<file path="src/rtl/sprite_pkg.sv">
// sprite_pkg: shared FSM encoding and coordinate index constants for the sprite fetcher
package sprite_pkg;
    typedef enum logic [1:0] {IDLE, FETCH, DRAIN, COMMIT} state_t;
    localparam int NUM_COORDS = 6;
    localparam int IDX_MX  = 0;
    localparam int IDX_MY  = 1;
    localparam int IDX_P1X = 2;
    localparam int IDX_P1Y = 3;
    localparam int IDX_P2X = 4;
    localparam int IDX_P2Y = 5;
endpackage

</file>
<file path="src/rtl/mem_port_arb.sv">
// mem_port_arb: shares the memory port between the sprite fetch and the CPU, tagging each read with its owner
module mem_port_arb #(
    parameter int ADDR_W = 16,
    parameter int DATA_W = 16
) (
    input  logic              clk,
    input  logic              reset,
    input  logic              fetch_own,
    input  logic [ADDR_W-1:0] fetch_addr,
    input  logic              cpu_req,
    input  logic              cpu_we,
    input  logic [ADDR_W-1:0] cpu_addr,
    input  logic [DATA_W-1:0] cpu_wdata,
    output logic              cpu_gnt,
    output logic              cpu_rvalid,
    output logic [DATA_W-1:0] cpu_rdata,
    output logic [ADDR_W-1:0] mem_addr,
    output logic              mem_we,
    output logic [DATA_W-1:0] mem_wdata,
    input  logic [DATA_W-1:0] mem_rdata,
    output logic              fetch_rvalid
);
    logic pend;
    logic owner_cpu;

    assign cpu_gnt      = cpu_req & ~fetch_own;
    assign mem_addr     = fetch_own ? fetch_addr : cpu_addr;
    assign mem_we       = cpu_gnt & cpu_we;
    assign mem_wdata    = cpu_wdata;
    assign cpu_rdata    = mem_rdata;
    assign cpu_rvalid   = pend & owner_cpu;
    assign fetch_rvalid = pend & ~owner_cpu;

    always_ff @(posedge clk) begin
        if (reset) begin
            pend      <= 1'b0;
            owner_cpu <= 1'b0;
        end else begin
            pend      <= fetch_own | (cpu_gnt & ~cpu_we);
            owner_cpu <= cpu_gnt;
        end
    end
endmodule

</file>
<file path="src/rtl/sprite_fetch_ctrl.sv">
// sprite_fetch_ctrl: per-frame fetch of six sprite coordinates into shadows, committed atomically to the outputs
module sprite_fetch_ctrl
    import sprite_pkg::*;
#(
    parameter int                ADDR_W    = 16,
    parameter int                DATA_W    = 16,
    parameter logic [ADDR_W-1:0] BASE_ADDR = 16'h0100
) (
    input  logic              clk,
    input  logic              reset,
    input  logic              enable,
    input  logic              frame,
    input  logic              cpu_req,
    input  logic              cpu_we,
    input  logic [ADDR_W-1:0] cpu_addr,
    input  logic [DATA_W-1:0] cpu_wdata,
    output logic              cpu_gnt,
    output logic              cpu_rvalid,
    output logic [DATA_W-1:0] cpu_rdata,
    output logic [ADDR_W-1:0] mem_addr,
    output logic              mem_we,
    output logic [DATA_W-1:0] mem_wdata,
    input  logic [DATA_W-1:0] mem_rdata,
    output logic [DATA_W-1:0] mx,
    output logic [DATA_W-1:0] my,
    output logic [DATA_W-1:0] p1x,
    output logic [DATA_W-1:0] p1y,
    output logic [DATA_W-1:0] p2x,
    output logic [DATA_W-1:0] p2y,
    output logic              coords_valid,
    output logic              busy,
    output logic              overrun
);
    state_t            state;
    logic [2:0]        k;
    logic [2:0]        fetch_idx;
    logic              fetch_rvalid;
    logic [DATA_W-1:0] shadow [NUM_COORDS];

    mem_port_arb #(.ADDR_W(ADDR_W), .DATA_W(DATA_W)) u_arb (
        .clk          (clk),
        .reset        (reset),
        .fetch_own    (state == FETCH),
        .fetch_addr   (BASE_ADDR + ADDR_W'(k)),
        .cpu_req      (cpu_req),
        .cpu_we       (cpu_we),
        .cpu_addr     (cpu_addr),
        .cpu_wdata    (cpu_wdata),
        .cpu_gnt      (cpu_gnt),
        .cpu_rvalid   (cpu_rvalid),
        .cpu_rdata    (cpu_rdata),
        .mem_addr     (mem_addr),
        .mem_we       (mem_we),
        .mem_wdata    (mem_wdata),
        .mem_rdata    (mem_rdata),
        .fetch_rvalid (fetch_rvalid)
    );

    always_ff @(posedge clk) begin
        if (reset) begin
            state        <= IDLE;
            k            <= '0;
            fetch_idx    <= '0;
            busy         <= 1'b0;
            overrun      <= 1'b0;
            coords_valid <= 1'b0;
            mx           <= '0;
            my           <= '0;
            p1x          <= '0;
            p1y          <= '0;
            p2x          <= '0;
            p2y          <= '0;
            for (int i = 0; i < NUM_COORDS; i++) shadow[i] <= '0;
        end else begin
            fetch_idx <= k;
            if (fetch_rvalid) shadow[fetch_idx] <= mem_rdata;
            if (frame && enable && busy) overrun <= 1'b1;
            case (state)
                IDLE: if (frame && enable) begin
                    state <= FETCH;
                    k     <= '0;
                    busy  <= 1'b1;
                end
                FETCH: begin
                    k <= k + 3'd1;
                    if (k == 3'(NUM_COORDS - 1)) state <= DRAIN;
                end
                DRAIN: state <= COMMIT;
                COMMIT: begin
                    mx           <= shadow[IDX_MX];
                    my           <= shadow[IDX_MY];
                    p1x          <= shadow[IDX_P1X];
                    p1y          <= shadow[IDX_P1Y];
                    p2x          <= shadow[IDX_P2X];
                    p2y          <= shadow[IDX_P2Y];
                    coords_valid <= 1'b1;
                    busy         <= 1'b0;
                    state        <= IDLE;
                end
            endcase
        end
    end
endmodule

</file>
<file path="config.mk">
export PLATFORM = sky130hd
export DESIGN_NAME = sprite_fetch_ctrl
export DESIGN_NICKNAME = d
export VERILOG_FILES = /design/src/rtl/sprite_pkg.sv /design/src/rtl/mem_port_arb.sv /design/src/rtl/sprite_fetch_ctrl.sv
export SDC_FILE = /design/constraint.sdc
export NUM_CORES = 1
export LEC_CHECK = 0
export CAP_MARGIN = 20
export CORE_MARGIN = 2
export CORE_UTILIZATION = 31
export DETAILED_ROUTE_END_ITERATION = 16
export REMOVE_ABC_BUFFERS = 1
export SLEW_MARGIN = 20
export SYNTH_ARGS = -nofsm -noshare
export SYNTH_HDL_FRONTEND = slang
export SYNTH_HIERARCHICAL = 1
export SYNTH_SLANG_ARGS = --single-unit
</file>
<file path="constraint.sdc">
create_clock -name clk -period 4.7 [get_ports clk]
set_input_delay 0.94 -clock clk [delete_from_list [all_inputs] [get_ports clk]]
set_output_delay 0.94 -clock clk [all_outputs]
set_load 0.05 [all_outputs]
</file>
---- Word-level counts from Yosys, hierarchy flattened ----
Memory sizes are Yosys's and may differ from the RTL's. A register that Yosys moved wholly into a read port is not among the register bits.
Index checks and enable logic that the tools add are counted.
storage, ports and cells
  memories ................................ 1
  RAM bits ................................ 96
  output and inout bits ................... 150
  register bits ........................... 13
  word-level logic and storage cells ...... 51
  input bits .............................. 54
operators by class
  muxes and demuxes ....................... 16
  bitwise operators ....................... 9
  eq/ne operators ......................... 6
  reductions and logical operators ........ 9
  add/subtract/negate cells ............... 2
memory list
  memory  words  bits a word  read ports  clocked after memory_dff  wr ports  line                     text
  shadow  6      16           6           6                         6         sprite_fetch_ctrl.sv:38  logic [DATA_W-1:0] shadow [NUM_COORDS];
operators with widths
  operator                                       number
  two-way mux 16 bit                             2
  OR reduction 16 bit                            1
  adder 9 x 3 -> 10 bit, first input constant    1
  case mux 2 bit (4 select lines)                1
  two-way mux 1 bit                              7
  two-way mux 3 bit                              2
  case mux 3 bit (2 select lines)                1
  AND reduction 2 bit                            3
  bitwise AND 1 bit                              5
  == test 2 bit, second input constant           2
  two-way mux 2 bit                              2
  != test 2 bit, second input constant           2
  nonzero test 2 bit                             2
  adder 3 x 1 -> 3 bit, second input constant    1
  == test 3 bit, second input constant           1
  inverter 1 bit                                 3
  == test 2 x 1 -> 1 bit, second input constant  1
  logical AND 1 bit                              2
  logical NOT 2 bit                              1
  case mux 1 bit (2 select lines)                1
  bitwise OR 1 bit                               1

---- Depth between registers and ports, before layout ----
Gate-level depths: netlist of run 1.
  depth in word-level cells ............... 7
  depth in mapped cells ................... 7
  gate-level depth less buffers ........... 5

---- Cells and area by module ----
The synthesis of run 1 kept the hierarchy.
modules (own cells, without submodules)
  module             cells each  area an instance (µm²)  instances  sequential area each (µm²)
  sprite_fetch_ctrl  596         7,420.9                 1          5,024.8
  mem_port_arb       60          566.8                   1          40.0

---- Least setup slack after synthesis of run 1 ----
No wires, ideal clock.
  path kind ............................... input to output
  from .................................... input cpu_req
  to ...................................... output mem_we
  buffers on the path ..................... 0
  path slack .............................. 1.527 ns
  required time ........................... 3.760 ns
  arrival ................................. 2.233 ns
  cell stages on the path ................. 2
  cell sequence ........................... nor2b_1 -> and2_1
on the way
  word-level cells in the longest chain between the ends .. 2
RTL lines
  element             line                     text
  start: declaration  sprite_fetch_ctrl.sv:13  input logic cpu_req,
  bitwise AND 1 bit   mem_port_arb.sv:26       assign cpu_gnt = cpu_req & ~fetch_own;
  bitwise AND 1 bit   mem_port_arb.sv:28       assign mem_we = cpu_gnt & cpu_we;
  end: declaration    sprite_fetch_ctrl.sv:21  output logic mem_we,
Every way passes these cells.

---- Final worst setup path of run 1 ----
  from .................................... register state[1]
  to ...................................... output mem_addr[2]
on the way
  word-level cells in the longest chain between the ends .. 2
RTL lines
  element                   line                     text
  start: declaration        sprite_fetch_ctrl.sv:34  state_t state;
  start signal: assignment  sprite_fetch_ctrl.sv:61  state <= IDLE;
  start signal: assignment  sprite_fetch_ctrl.sv:80  state <= FETCH;
  start signal: assignment  sprite_fetch_ctrl.sv:86  if (k == 3'(NUM_COORDS - 1)) state <= DRAIN;
  == test 2 x 1 -> 1 bit    sprite_fetch_ctrl.sv:43  .fetch_own (state == FETCH),
  two-way mux 16 bit        mem_port_arb.sv:27       assign mem_addr = fetch_own ? fetch_addr : cpu_addr;
  end: declaration          sprite_fetch_ctrl.sv:20  output logic [ADDR_W-1:0] mem_addr,
Every way passes these cells.

==> results of run 1 <==
## cells by family after synthesis
kind of cell,after synthesis
DFF,205
muxes,113
other,2
and+or+nand+nor,227
adders and majority gates,7
AOI/OAI and AO/OA,15
buffers and inverters,87
## worst min-delay path: cells and delay by family (launching register included)
family	cells	cell delay [ns]
flip-flops	1	0.32
AND/OR/NAND/NOR	2	0.11
## synthesized netlist by cell type (all sizes together) (2+ instances only)
master,instances
nand2,20
inv,21
mux2i,97
nor2,167
o21ai,3
o41ai,2
clkbuf,11
dfxtp,109
a21oi,2
nor2b,8
edfxtp,96
and2,18
mux2,16
buf,55
nand2b,7
a31oi,3
ha,7
conb,2
nand3b,2
## registers in the layout, summed over array words and instances (netlist names)
register	count
fetch_idx	3
busy	1
k	3
state	2
mx	16
shadow	96
overrun	1
p2x	16
p1x	16
my	16
p2y	16
p1y	16
coords_valid	1
u_arb/owner_cpu	1
u_arb/pend	1
## stage by stage
step | setup slack, ns | instances | cell area [um^2]
after floorplan | 0.550 | 601 | 7570
after global placement | 1.23 | 1107 | 9760
after detailed placement | 1.23 | 1107 | 9760
after CTS | 0.821 | 1147 | 10500
after global routing | 0.705 | 1147 | 10500
final | 0.870 | 1147 | 10500
## layout make-up
type,instances,area (um^2),area share [%]
clock buffer,39,707,6.75
timing repair buffer,176,1760,16.8
sequential,205,5060,48.4
inverter,21,78.8,0.753
tap,330,413,3.94
multi-input combinational,375,2440,23.3
clock inverter,1,5.00,0.0478
## power by group
part | switching [mW] | total [mW] | internal [mW]
combinational | 0.494 | 0.784 | 0.290
sequential | 0.0412 | 1.99 | 1.95
clock | 0.684 | 1.70 | 1.01
## layer usage
layer	part of all wire [%]	track usage, %
met4	2.0	2.89
met3	5.9	3.64
met1	46	18.6
met5	0	0
met2	46	23.0
## worst paths after layout
check | depth (start not counted) | start | end
setup / recovery | 4 | state[1]$_SDFFE_PP0P_ | mem_addr[2]
hold / removal | 2 | coords_valid$_SDFFE_PP0P_ | coords_valid$_SDFFE_PP0P_
hold reg to reg | 2 | coords_valid$_SDFFE_PP0P_ | coords_valid$_SDFFE_PP0P_
setup reg to reg | 4 | u_arb/pend$_SDFF_PP0_ | shadow[1][4]$_SDFFCE_PN0P_
==> out/results.tsv, run 1 <==
metric	value	unit
netlist_area	7990	um^2
cts_sinks	205	
crit_path_start_kind	flip-flop	
slew_viol_final	0	
synth_cell_types	38	
rows	58	
nFillCells	2442	
yosys_warnings	6	
peakVddDrop	0.000221	V
vias_per_cell	4.33	
grt-ovfl-total	0	
cp_top_family	buffers and inverters	
slowest_stage	ha_1	
synth_top_area_cell	edfxtp_1	
grt_max_degree	66	
whs	0.465	ns
die_y	165	um
synthMuxAreaShare	14.8	%
finClkSkew	0.0119	ns
yosysTopAreaCellShare	36.1	%
pin_count	204	
crit_type	flip-flop to primary output	
synth-edff-count	96	
worst_pin_slew	0.928	ns
max_clock_freq	261	MHz
final_hold_viol_count	0	
grt_pass1_wl	28.9	mm
clockRootBuffer	clkbuf_16	
num_antenna_cells	0	
area_delta_synth_final	31.1	%
path_cells	inv_1 -> ha_1 -> mux2_2 -> clkdlybuf4s50_1	
synth_adder_area_share	1.10	%
fp.dieArea	27100	um^2
finalCriticalPeriod	3.83	ns
finalSetupTns	0	ns
wl	19.1	mm
postCtsHoldBufs	0	
syn_avg_cell_area	12.2	um^2
core	25300	um^2
mostFrequentLayoutCells	clkdlybuf4s50_1, nor2_1, dfxtp_1	
via_count	4966	
dp_hpwl	12.4	mm
start_util	31.6	%
ant_nets	0	
cts_made_buffers	22	
rsz0062_at_grt	false	
grt_pass1_vias	4940	
drive_above_1_share	7.59	%
r2r_setup_slack	2.17	ns
tritoncts	yes	
layout_commonest_cell	clkdlybuf4s50_1	
power_density	427	nW/um^2
arrival	2.89	ns
dr.first_iter.drc_count	267	
ctsResizeCount	0	
track_usage	14.0	%
drt-pass1-iter-count	4	
synth_top_family_by_area	multiplexers	
fin_util	41.5	%
p_leak	3.74	nW
fin_total_pwr	4.47	mW
portBuffers	171	
clkSlewWorstSetupHoldPaths	0.06	ns
yosys-top-cells-area	edfxtp_1, dfxtp_1, mux2i_1, nor2_1, buf_4	
postSynthCellCount	656	
endpoint_kind	primary output	
nets	862	
worst-path-buf-inv	2	
path_max_fanout	18	
fin_crit_sh	81.5	%
synth-seq-cells	205	
relSlewSlack	38.1	%
maxCapViolCount	0	
wire_per_inst	16.6	um
yosysSeqAreaShare	63.4	%
clk_latency	0.50	ns
chipWidth	165	um
clockBufferDepth	3	
synth_xor_area_share	0	%
place_congestion	0.726	
worstPathRequired	3.76	ns
antenna_found_initial	0	
synthFlopType	dfxtp_1	
synth_compound_area_share	1.36	%
cts_setup_buffers	0	
async_flop_share	0	%
synthSimpleGateAreaFrac	12.5	%
cpPeakStageDelay	0.78	ns
cts_max_level	1	
setup_viol	0	
hold_class	flip-flop to flip-flop	
outcome	complete, no violations	
route.detailed.drc	0	
Note: power is estimated with default switching activity, not from simulation.
==> run 2, diff against run 1 <==
==> constraint.sdc (replaced) <==
create_clock -name clk -period 3.8 [get_ports clk]
set_input_delay 0.76 -clock clk [delete_from_list [all_inputs] [get_ports clk]]
set_output_delay 0.76 -clock clk [all_outputs]
set_load 0.05 [all_outputs]
==> run 2 against run 1 <==
  * Clock skew shrank 0.0012 ns
  * Highest routed layer unchanged
  * Via count grew 1.9%
  * Global-route usage grew 0.35 points
  * Power grew 23%
  * Critical endpoint is now mem_we
  * Largest power group unchanged
  * First-iteration DRC count shrank 2.6%
  * Core utilization grew 0.14 points
==> out/results.tsv, run 2 (synthesis gave the netlist of run 1 again) <==
metric	value	unit	change
finalSetupTns	0	ns	unchanged
grt_pass1_vias	5202		+5.3%
power_density	525	nW/um^2	+23%
die_y	165	um	unchanged
antenna_found_initial	0		unchanged
grt_pass1_wl	29.8	mm	+3.2%
drt-pass1-iter-count	4		unchanged
cp-startpoint	state[1]$_SDFFE_PP0P_		
seq_power_share	44.6	%	about the same
max_clock_freq	298	MHz	
dr.first_iter.drc_count	260		-2.6%
fin_crit_sh	88.4	%	
place_congestion	0.695		-4.3%
clkSlewWorstSetupHoldPaths	0.06	ns	about the same
layout_commonest_cell	clkdlybuf4s50_1		
wire_per_inst	16.6	um	about the same
grt-ovfl-total	0		unchanged
p_sw	1.52	mW	+24%
p_comb_share	17.6	%	about the same
hold_class	flip-flop to flip-flop		
crit_path_start_kind	flip-flop		
r2r_setup_slack	1.24	ns	-0.93 ns
path_cells	inv_1 -> ha_1 -> buf_4 -> nor2b_1 -> and2_1 -> clkdlybuf4s50_1		
multi_input_area	2440	um^2	unchanged
worstPathRequired	3.04	ns	-0.72 ns
postCtsHoldBufs	0		unchanged
pin_count	204		unchanged
rsz0062_at_grt	false		
cts_setup_buffers	0		unchanged
outcome	complete, no violations		
mostFrequentLayoutCells	clkdlybuf4s50_1, nor2_1, dfxtp_1		
rows	58		unchanged
ctsResizeCount	0		unchanged
crit_type	flip-flop to primary output		
cpPeakStageDelay	0.79	ns	about the same
vias_per_cell	4.39		+1.5%
route.detailed.drc	0		unchanged
setup_slack	0.440	ns	-0.430 ns
clockRootBuffer	clkbuf_16		
largest_register_ffs	96		unchanged
cts_sinks	205		unchanged
worst_pin_slew	0.849	ns	-0.0798 ns
chipWidth	165	um	unchanged
tritoncts	yes		
p_leak	3.76	nW	+0.66%
num_antenna_cells	0		unchanged
nets	868		+0.70%
track_usage	14.3	%	+0.35 points
hold_path_depth	2		unchanged
clk_latency	0.49	ns	about the same
wl	19.1	mm	+0.40%
r2r_cells	5		+1
slew_viol_final	0		unchanged
worstHoldStart	coords_valid$_SDFFE_PP0P_		
core	25300	um^2	unchanged
area_delta_synth_final	31.5	%	
fp.dieArea	27100	um^2	unchanged
nFillCells	2394		-2.0%
clockBufferDepth	3		unchanged
p_int	4.00	mW	+23%
path_max_fanout	24		+6
via_count	5061		+1.9%
ant_nets	0		unchanged
pre_cts_slack	0.690	ns	-0.543 ns
cts_made_buffers	23		+4.5%
power_frac_clock	37.8	%	-0.2 points
hold_end	coords_valid$_SDFFE_PP0P_		
cts_max_level	1		unchanged
final_hold_viol_count	0		unchanged
setup_viol	0		unchanged
grt_max_degree	56		-15%
fin_total_pwr	5.52	mW	+23%
slowest_stage	clkdlybuf4s50_1		
drive_above_1_share	8.39	%	+0.81 points
regArea	5060	um^2	unchanged
portBuffers	171		unchanged
finalCriticalPeriod	3.36	ns	
peakVddDrop	0.000327	V	+48%
finClkSkew	0.0107	ns	-0.00125 ns
relSlewSlack	43.4	%	+5.3 points
timing.rr.end	shadow[4][10]$_SDFFCE_PN0P_		
swShare	27.5	%	+0.20 points
r2r-start	u_arb/pend$_SDFF_PP0_		
whs	0.461	ns	-0.00423 ns
dp.cells	1112		+0.45%
dp_hpwl	12.5	mm	+1.1%
maxCapViolCount	0		unchanged
top_register	shadow		
start_util	31.6	%	unchanged
final-instance-count-excl-fill	1152		+0.44%
endpoint_kind	primary output		
arrival	2.60	ns	-0.29 ns
-- run 2: critical path: cells and delay by family, from the launching register on --
kind,cells,cell delay (ns)
buffers and inverters,3,1.14
adders and majority gates,1,0.19
DFF,1,0.42
and+or+nand+nor,2,0.35
-- run 2: layer usage --
metal / wire length (um) / up-vias / track usage, %
met5: 0 / - / 0
met4: 314 / 0 / 2.57
met3: 1210 / 30 / 3.52
met2: 8990 / 147 / 23.9
met1: 8620 / 2423 / 19.1
li1: - / 2461 / -
-- run 2: metrics by stage --
| stage | area, um^2 | utilization, % |
|---|---|---|
| after floorplan | 7570 | - |
| after global placement | 9790 | 38.8 |
| after detailed placement | 9790 | 38.8 |
| after CTS | 10500 | 41.6 |
| after global routing | 10500 | 41.6 |
| final | 10500 | 41.6 |
-- run 2: power by group through the flow --
stage	clock (mW)	sequential, mW	combinational, mW
after floorplan	0	2.61	0.525
after global placement	0	2.51	0.979
after detailed placement	0	2.51	0.984
after CTS	2.16	2.46	0.987
after global routing	2.24	2.47	1.04
final	2.09	2.46	0.972
-- run 2: layout make-up --
cell class                 count  share of cell area (%)
tap                          330                    3.93
sequential                   205                    48.2
inverter                      21                   0.750
clock inverter                10                   0.750
multi-input combinational    375                    23.2
clock buffer                  30                    6.01
timing repair buffer         181                    17.1
-- run 2: worst max path at each step --
stage                     cells after the start                 end  slack, ns
after floorplan                               3  mx[0]$_SDFFE_PP0P_      -0.35
after global placement                        4              mem_we       0.69
after detailed placement                      4              mem_we       0.69
after CTS                                     6              mem_we       0.40
after global routing                          6              mem_we       0.32
final                                         6              mem_we       0.44
==> run 3, diff against run 2 <==
--- a/config.mk
+++ b/config.mk
@@ -8,6 +8,7 @@
 export CAP_MARGIN = 20
 export CORE_MARGIN = 2
 export CORE_UTILIZATION = 31
+export CTS_BUF_LIST = sky130_fd_sc_hd__clkbuf_8
 export DETAILED_ROUTE_END_ITERATION = 16
 export REMOVE_ABC_BUFFERS = 1
 export SLEW_MARGIN = 20
==> run 3 against run 2 <==
  * Power decreased by 3.3%
  * Global-route usage grew 0.22 points
  * Design area fell by 0.21%
  * Sequential share of layout area rose by 0.10 points
  * Clock-buffer cell count grew 15
  * Maximum frequency about the same
  * Hold slack got worse by 0.00055 ns
  * First-iteration DRC count is 7.7% lower
  * Flip-flop and latch count unchanged
==> out/results.tsv, run 3 (synthesis gave the netlist of run 1 again) <==
metric	value	unit	change
core	25300	um^2	unchanged
final_hold_viol_count	0		unchanged
outcome	complete, no violations		
layout_commonest_cell	clkdlybuf4s50_1		
area_delta_synth_final	31.2	%	
power_density	509	nW/um^2	-3.0%
dr.first_iter.drc_count	240		-7.7%
crit_type	flip-flop to primary output		
cts_made_buffers	35		+52%
setup_viol	0		unchanged
clk_latency	0.51	ns	+0.02 ns
route.detailed.drc	0		unchanged
swShare	28.4	%	+0.88 points
tritoncts	yes		
p_int	3.82	mW	-4.4%
die_y	165	um	unchanged
p_sw	1.51	mW	-0.16%
dp.cells	1112		unchanged
nets	880		+1.4%
hold_class	flip-flop to flip-flop		
seq_power_share	46.1	%	+1.5 points
finalInstanceArea	10500	um^2	-0.21%
finClkSkew	0.0151	ns	+0.00440 ns
hold_path_depth	2		unchanged
clockRootBuffer	clkbuf_8		
maxCapViolCount	0		unchanged
setup_slack	0.441	ns	+0.00128 ns
grt_pass1_vias	5293		+1.7%
top_register	shadow		
cts_max_level	2		+1
track_usage	14.5	%	+0.22 points
vias_per_cell	4.36		-0.78%
cts_setup_buffers	0		unchanged
finalCriticalPeriod	3.36	ns	-0.00128 ns
whs	0.460	ns	-0.000547 ns
path_max_fanout	24		unchanged
p_leak	3.82	nW	+1.7%
power_frac_clock	35.7	%	-2.1 points
grt_pass1_wl	29.9	mm	+0.14%
cts_sinks	205		unchanged
crit_path_start_kind	flip-flop		
arrival	2.60	ns	about the same
peakVddDrop	0.000310	V	-5.2%
grt_max_degree	56		unchanged
cp_top_family	buffers and inverters		
pre_cts_slack	0.690	ns	unchanged
p_comb_share	18.2	%	+0.6 points
chipWidth	165	um	unchanged
mostFrequentLayoutCells	clkdlybuf4s50_1, nor2_1, dfxtp_1		
endpoint_kind	primary output		
ctsResizeCount	0		unchanged
dp_hpwl	12.5	mm	unchanged
drt-pass1-iter-count	4		unchanged
relSlewSlack	43.1	%	-0.36 points
wire_per_inst	16.4	um	-1.1%
worstPathRequired	3.04	ns	about the same
start_util	31.6	%	unchanged
worstHoldStart	coords_valid$_SDFFE_PP0P_		
placed_cell_area	9790	um^2	unchanged
rsz0062_at_grt	false		
fin_total_pwr	5.34	mW	-3.3%
clockBufferDepth	3		unchanged
r2r-start	u_arb/pend$_SDFF_PP0_		
max_clock_freq	298	MHz	about the same
cpPeakStageDelay	0.79	ns	about the same
r2r_cells	5		unchanged
final-instance-count-excl-fill	1175		+2.0%
place_congestion	0.695		unchanged
ant_nets	0		unchanged
hold_end	coords_valid$_SDFFE_PP0P_		
via_count	5122		+1.2%
worst-path-buf-inv	3		unchanged
rows	58		unchanged
r2r_setup_slack	1.21	ns	-0.03 ns
largest_register_ffs	96		unchanged
slew_viol_final	0		unchanged
postCtsHoldBufs	0		unchanged
slowest_stage	clkdlybuf4s50_1		
grt-ovfl-total	0		unchanged
clkSlewWorstSetupHoldPaths	0.06	ns	about the same
drive_above_1_share	9.82	%	+1.4 points
timing.rr.end	shadow[4][2]$_SDFFCE_PN0P_		
pin_count	204		unchanged
antenna_found_initial	0		unchanged
fin_util	41.5	%	-0.089 points
worst_pin_slew	0.854	ns	+0.00538 ns
portBuffers	171		unchanged
wl	19.3	mm	+0.84%
finalSetupTns	0	ns	unchanged
fp.dieArea	27100	um^2	unchanged
fin_crit_sh	88.4	%	about the same
path_cells	inv_1 -> ha_1 -> buf_4 -> nor2b_1 -> and2_1 -> clkdlybuf4s50_1		
num_antenna_cells	0		unchanged
-- run 3: changes by cell type in the layout (fill, tap and decap cells not counted), sizes merged --
| cell | before | now |
|---|---|---|
| clkbuf | 30 | 45 |
| inv | 22 | 36 |
| clkinv | 7 | 3 |
| bufinv | 1 | 0 |
| clkinvlp | 1 | 0 |
-- run 3: worst reg2reg max path: stages (launching register included) --
cell and delay, ns:
dfxtp_1 0.32, nor2b_1 0.25, nor2b_2 0.18, buf_4 0.24, and3_1 0.66, or2_2 0.56
-- run 3: how the worst max path moves through the flow --
stage	depth (start not counted)	slack [ns]	startpoint	to
2_1_floorplan	3	-0.35	state[1]$_SDFFE_PP0P_	mx[0]$_SDFFE_PP0P_
3_3_place_gp	4	0.69	cpu_req	mem_we
3_5_place_dp	4	0.69	cpu_req	mem_we
4_1_cts	6	0.39	state[1]$_SDFFE_PP0P_	mem_we
5_1_grt	6	0.31	state[1]$_SDFFE_PP0P_	mem_we
6_report	6	0.44	state[1]$_SDFFE_PP0P_	mem_we
-- run 3: layout make-up --
class	instances	area [um^2]
flip-flops and latches	205	5060
fillers	2432	14800
repair buffers	181	1800
clock inverters	18	68.8
well taps	330	413
inverters	21	78.8
clock buffers	45	619
multi-input cells	375	2440
-- run 3: routing by layer --
metal  wire [um]  vias to the layer above  GRT usage (%)
met1        8740                     2443           19.1
met5           0                        -              0
met3        1290                       31           3.94
li1            -                     2482              -
met2        8920                      166           23.6
met4         343                        0           4.27
-- run 3: power by group through the flow --
stage	clock [mW]	combinational [mW]	sequential, mW
6_report	1.91	0.972	2.46
5_1_grt	2.07	1.03	2.47
4_1_cts	1.98	0.987	2.46
3_5_place_dp	0	0.984	2.51
3_3_place_gp	0	0.979	2.51
2_1_floorplan	0	0.525	2.61
